## src/rtl/td4_decode_stage.sv

```systemverilog
// TD4 decode stage: opcode -> src/dst/jnc controls + raw immediate, two-entry skid buffer.
// Latency 1 cycle; full throughput; in_ready registered (= skid empty), no comb path from out_ready/flush.
// Backpressure: first stalled cycle lands one word in skid, in_ready drops next edge. Optional trap FSM: DECODE_ILLEGAL_TRAP_EN.
module td4_decode_stage #(
    parameter int IM_W = 4
) (
    input  logic              clk,
    input  logic              rst,
    input  logic              in_valid,
    output logic              in_ready,
    input  logic [IM_W+3:0]   in_inst,
    input  logic              flush,
    output logic              out_valid,
    input  logic              out_ready,
    output logic [1:0]        out_src,
    output logic [1:0]        out_dst,
    output logic [IM_W-1:0]   out_im,
    output logic              out_jnc,
    output logic              out_illegal,
    input  logic              trap_clr,
    output logic              halted
);

    typedef struct packed {
        logic [1:0]      src;
        logic [1:0]      dst;
        logic [IM_W-1:0] im;
        logic            jnc;
        logic            illegal;
    } entry_t;

    function automatic entry_t decode(input logic [IM_W+3:0] inst);
        entry_t     e;
        logic [3:0] op;
        op        = inst[IM_W+3:IM_W];
        e.src     = 2'd3;
        e.dst     = 2'd0;
        e.im      = inst[IM_W-1:0];
        e.jnc     = 1'b0;
        e.illegal = 1'b0;
        if (!op[3]) begin
            // Register-move group: low bits pick the source, bit 2 picks A/B.
            e.src = op[1:0];
            e.dst = {1'b0, op[2]};
        end else begin
            case (op)
                4'b1001: begin e.src = 2'd1; e.dst = 2'd2; end
                4'b1011: begin e.src = 2'd3; e.dst = 2'd2; end
                4'b1110: begin e.src = 2'd3; e.dst = 2'd3; e.jnc = 1'b1; end
                4'b1111: begin e.src = 2'd3; e.dst = 2'd3; end
                default: begin
                    // Illegal opcodes become a clear of A.
                    e.src     = 2'd3;
                    e.dst     = 2'd0;
                    e.im      = '0;
                    e.illegal = 1'b1;
                end
            endcase
        end
        return e;
    endfunction

    logic   main_vld, skid_vld;
    entry_t main_q, skid_q;
    logic   main_vld_n, skid_vld_n;
    entry_t main_n, skid_n;
    entry_t dec;
    logic   accept, consume;

    assign dec     = decode(in_inst);
    assign accept  = in_valid && in_ready;
    assign consume = main_vld && out_ready;

    always_comb begin
        main_vld_n = main_vld;
        main_n     = main_q;
        skid_vld_n = skid_vld;
        skid_n     = skid_q;
        if (flush) begin
            main_vld_n = 1'b0;
            skid_vld_n = 1'b0;
        end else if (!main_vld || consume) begin
            if (skid_vld) begin
                main_n     = skid_q;
                main_vld_n = 1'b1;
                skid_vld_n = accept;
                if (accept) skid_n = dec;
            end else begin
                main_vld_n = accept;
                if (accept) main_n = dec;
            end
        end else if (accept) begin
            skid_vld_n = 1'b1;
            skid_n     = dec;
        end
    end

    always_ff @(posedge clk or posedge rst) begin
        if (rst) begin
            main_vld <= 1'b0;
            skid_vld <= 1'b0;
            main_q   <= '0;
            skid_q   <= '0;
        end else begin
            main_vld <= main_vld_n;
            skid_vld <= skid_vld_n;
            main_q   <= main_n;
            skid_q   <= skid_n;
        end
    end

    assign out_valid   = main_vld;
    assign out_src     = main_q.src;
    assign out_dst     = main_q.dst;
    assign out_im      = main_q.im;
    assign out_jnc     = main_q.jnc;
    assign out_illegal = main_q.illegal;

`ifdef DECODE_ILLEGAL_TRAP_EN
    typedef enum logic {RUN, HALT} state_t;
    state_t state;

    always_ff @(posedge clk or posedge rst) begin
        if (rst) begin
            state    <= RUN;
            halted   <= 1'b0;
            in_ready <= 1'b1;
        end else begin
            case (state)
                RUN: begin
                    // A dropped (flushed) illegal word must not trap.
                    if (accept && !flush && dec.illegal) begin
                        state    <= HALT;
                        halted   <= 1'b1;
                        in_ready <= 1'b0;
                    end else begin
                        in_ready <= !skid_vld_n;
                    end
                end
                HALT: begin
                    if (trap_clr) begin
                        state    <= RUN;
                        halted   <= 1'b0;
                        in_ready <= !skid_vld_n;
                    end else begin
                        in_ready <= 1'b0;
                    end
                end
                default: begin
                    state    <= RUN;
                    halted   <= 1'b0;
                    in_ready <= !skid_vld_n;
                end
            endcase
        end
    end
`else
    logic unused_trap_clr;
    assign unused_trap_clr = trap_clr;
    assign halted          = 1'b0;

    always_ff @(posedge clk or posedge rst) begin
        if (rst) in_ready <= 1'b1;
        else     in_ready <= !skid_vld_n;
    end
`endif

endmodule

```

## config.mk

```make
export PLATFORM = sky130hd
export DESIGN_NAME = td4_decode_stage
export DESIGN_NICKNAME = d
export VERILOG_FILES = /design/src/rtl/td4_decode_stage.sv
export SDC_FILE = /design/constraint.sdc
export NUM_CORES = 1
export LEC_CHECK = 0
export CORE_UTILIZATION = 48
export DETAILED_ROUTE_END_ITERATION = 6
export GPL_TIMING_DRIVEN = 0
export PLACE_DENSITY = 0.77
export SLEW_MARGIN = 20
export SYNTH_ARGS = -nofsm -noshare
export SYNTH_HDL_FRONTEND = slang
export SYNTH_SLANG_ARGS = --single-unit
```

## constraint.sdc

```tcl
create_clock -name clk -period 2.1 [get_ports clk]
set_input_delay 0.21 -clock clk [delete_from_list [all_inputs] [get_ports clk]]
set_output_delay 0.21 -clock clk [all_outputs]
set_load 0.05 [all_outputs]
```

==> flow_summary.ini <==
[sta]
slew_violations = 0
timing.clock.skew_ns = 0.00830
slew-limit-headroom_pct = 43.0
timing_worst_slew_pin_value_ns = 0.854
post-route-period-util_pct = 91.8
fmaxAchievable_mhz = 519
rsz0062_at_grt = false
timing_hold_violations_final = 0
final.setup.worst_slack_ns = 0.172
post-route-min-period_ns = 1.93
setup_violations = 0
setup_tns_ns = 0

[clock_network]
cts_setup_buffers = 0
clock_tree_from_tritoncts = done
clock_tree.root_cell = sky130_fd_sc_hd__clkbuf_4
number_of_hold_repair_buffers_added_at_the_cts_stage = 0
clock_latency_reported_for_the_late_side_of_the_worst_skew_pair_ns = 0.32
number_of_h_tree_levels = 1
tritoncts_num_sinks = 23
clkTransAtPathRegs_ns = 0.13
cts.repair.resized = 0
cts-root-to-sink-buffers = 2
cts_inserted_buffers = 3

[floorplanning]
die_area_sq_mm = 0.00262
floorplan.initialDensity_pct = 51.6
die_height_um = 51.2
core_region_area_sq_mm = 0.00225
die_w_um = 51.2
number_of_standard_cell_rows_in_the_floorplan = 17
design.portCount = 27

[critical_path]
cp_cell_sequence = clkdlybuf4s50_1
endpoint = in_ready
worst-r2r-setup-slack_ns = 0.47
critical_path.max_fanout = 5
critical_path_s_slowest_cell = sky130_fd_sc_hd__clkdlybuf4s50_1
setup.worst_path.start = in_ready$_DFF_PP1_
cell_count_of_the_worst_reg_to_reg_path = 4
start_kind = flop
worst_r2r_endpoint = out_dst[1]$_DFFE_PP0P_
crit_path_max_incr_delay_ns = 0.81
crit_required_ns = 1.89
critical_setup_path_kind = flop to primary output
worst_r2r_startpoint = in_ready$_DFF_PP1_
critical-path-top-delay-family = buffers and inverters
endpoint_kind = primary output
worstPathBufferInverterCount = 1
path_depth = 1
crit_arrival_ns = 1.72

[pwr]
power_density_mw_per_mm2 = 828
vdd_drop_max_mv = 0.525
static-leakage-power_nw = 0.610

[route]
ant_nets = 0
via_count = 926
top_layer = met4
detailedRoute.firstPassIterationCount = 5
avgViaCountPerCell = 5.79
wirelength_met1_um = 1020
drt-wirelength-per-cell_um = 14.9
finalWirelength_um = 2380
drtIter0Drc = 40
drc_errors = 0
detailroute.wirelength.met3_um = 112
routed_length_on_met2_um = 1190

[placed_design]
dpl_worst_slack_ns = 0.291
hpwl_um = 1740
placed_cells = 156
gp_congestion = 0.800
placement.io_buffers = 24

[synth]
asyncSetResetFlopFracSynth_pct = 100
netlist_area_sq_mm = 0.00116
synth_area_leaders = sky130_fd_sc_hd__dfrtp_1, sky130_fd_sc_hd__mux2_4, sky130_fd_sc_hd__a31oi_1, sky130_fd_sc_hd__mux2i_1, sky130_fd_sc_hd__o211ai_1
synthTopCellsByCount = sky130_fd_sc_hd__dfrtp_1, sky130_fd_sc_hd__a31oi_1, sky130_fd_sc_hd__nand2_1, sky130_fd_sc_hd__inv_1
synth-edff-count = 0
ys.flop_type = sky130_fd_sc_hd__dfrtp_1
synth.largest_area_cell = sky130_fd_sc_hd__dfrtp_1
count_of_yosys_warnings_during_synthesis = 0
synthesis.instances = 104
mapped_nets = 118
synth_area_per_cell_sq_um = 11.2
yosys.area.top_type_share_pct = 47.4
synth.most_common_cell = sky130_fd_sc_hd__dfrtp_1
synth_seq_cells = 23
synth_sequential_area_ratio_pct = 49.6
yosysUniqueCellTypes = 35

[layout]
multiInputGateArea_sq_um = 517
regArea_sq_um = 577
design.final.nets = 147
antennaDiodeCount = 0
final_cell_count_no_fill = 160
final_layout_size_suffix_gt1_share_pct = 15.2
area_growth_syn_to_layout_pct = 25.9
fill_count = 201

[grt]
grt_pass1_vias = 920
grt_overflow = 0
grt_pass1_wl_um = 3970
grt_max_degree = 24
antenna_found_initial = 0
grt_usage_pct = 20.8

[hold_path]
worst_min_delay_path_category = input port to asynchronous set/reset pin

[status]
status = finished clean

[run]
drv.max_cap_violation_count = 0
[registers in the layout, summed over array words and instances (netlist names)]
signal       cells
out_jnc          1
skid_q          10
out_im           4
skid_vld         1
out_dst          2
out_illegal      1
out_src          2
in_ready         1
out_valid        1
[how the worst min path moves through the flow]
stage                                     start                     end  slack, ns  cells past startpoint
after floorplan                             rst  out_dst[0]$_DFFE_PP0P_       0.21                      1
after global placement    skid_q[8]$_DFFE_PP0P_   skid_q[8]$_DFFE_PP0P_       0.47                      1
after detailed placement  skid_q[8]$_DFFE_PP0P_   skid_q[8]$_DFFE_PP0P_       0.48                      1
after CTS                                   rst  out_src[0]$_DFFE_PP0P_       0.37                      2
after global routing                        rst   out_valid$_DFFE_PP0P_       0.43                      2
final                                       rst      skid_vld$_DFF_PP0_       0.35                      2
[cell type report]
cell class              count  area share, %
flip-flops and latches     23           39.4
multi-input cells          67           35.3
repair buffers             24           16.4
plain buffers               5           2.39
well taps                  28           2.39
inverters                   9           2.31
clock buffers               4           1.79
[report_power, final]
group / internal [mW] / switching, mW / total, mW / leakage [nW]
clock: 0.0744 / 0.133 / 0.207 / 0.0150
combinational: 0.175 / 0.252 / 0.427 / 0.316
sequential: 0.533 / 0.0449 / 0.578 / 0.279
total: 0.783 / 0.429 / 1.21 / 0.610
[metrics by stage]
stage               area (sq um)  util, %  total power [mW]  hold slack, ns
global placement            1440     63.8              1.01           0.469
global route                1460     64.9              1.28           0.433
detailed placement          1440     63.8              1.02           0.481
floorplan                   1160        -             0.873           0.211
finish                      1460     64.9              1.21           0.349
CTS                         1460     64.9              1.22           0.373
[metal layers]
metal	up-vias	track usage, %
met3	5	3.57
met5	-	0
li1	435	-
met1	460	26.4
met4	0	10.4
met2	26	34.2
[placed cells by master, fill, tap and decap left out, types with 2 or more instances in the layout]
cell	n
sky130_fd_sc_hd__mux2_4	5
sky130_fd_sc_hd__o211ai_1	5
sky130_fd_sc_hd__mux2_2	2
sky130_fd_sc_hd__nand2_1	9
sky130_fd_sc_hd__a22o_1	4
sky130_fd_sc_hd__clkbuf_1	2
sky130_fd_sc_hd__mux2i_1	5
sky130_fd_sc_hd__nand2b_1	2
sky130_fd_sc_hd__clkbuf_4	3
sky130_fd_sc_hd__o21ai_0	3
sky130_fd_sc_hd__dfrtp_1	22
sky130_fd_sc_hd__a31oi_1	10
sky130_fd_sc_hd__clkdlybuf4s50_1	24
sky130_fd_sc_hd__buf_4	2
sky130_fd_sc_hd__a21o_1	2
sky130_fd_sc_hd__a21oi_1	3
sky130_fd_sc_hd__inv_1	8
sky130_fd_sc_hd__o22ai_1	2
[cells by family after synthesis]
logic type | Yosys count | share of synthesized area, %
AO/OA/AOI/OAI | 34 | 21.1
flip-flops | 23 | 49.6
multiplexers | 13 | 13.7
buffers and inverters | 14 | 5.92
other | 1 | 0.323
AND/OR/NAND/NOR | 19 | 9.36
Power figures use the tool's default switching activity.
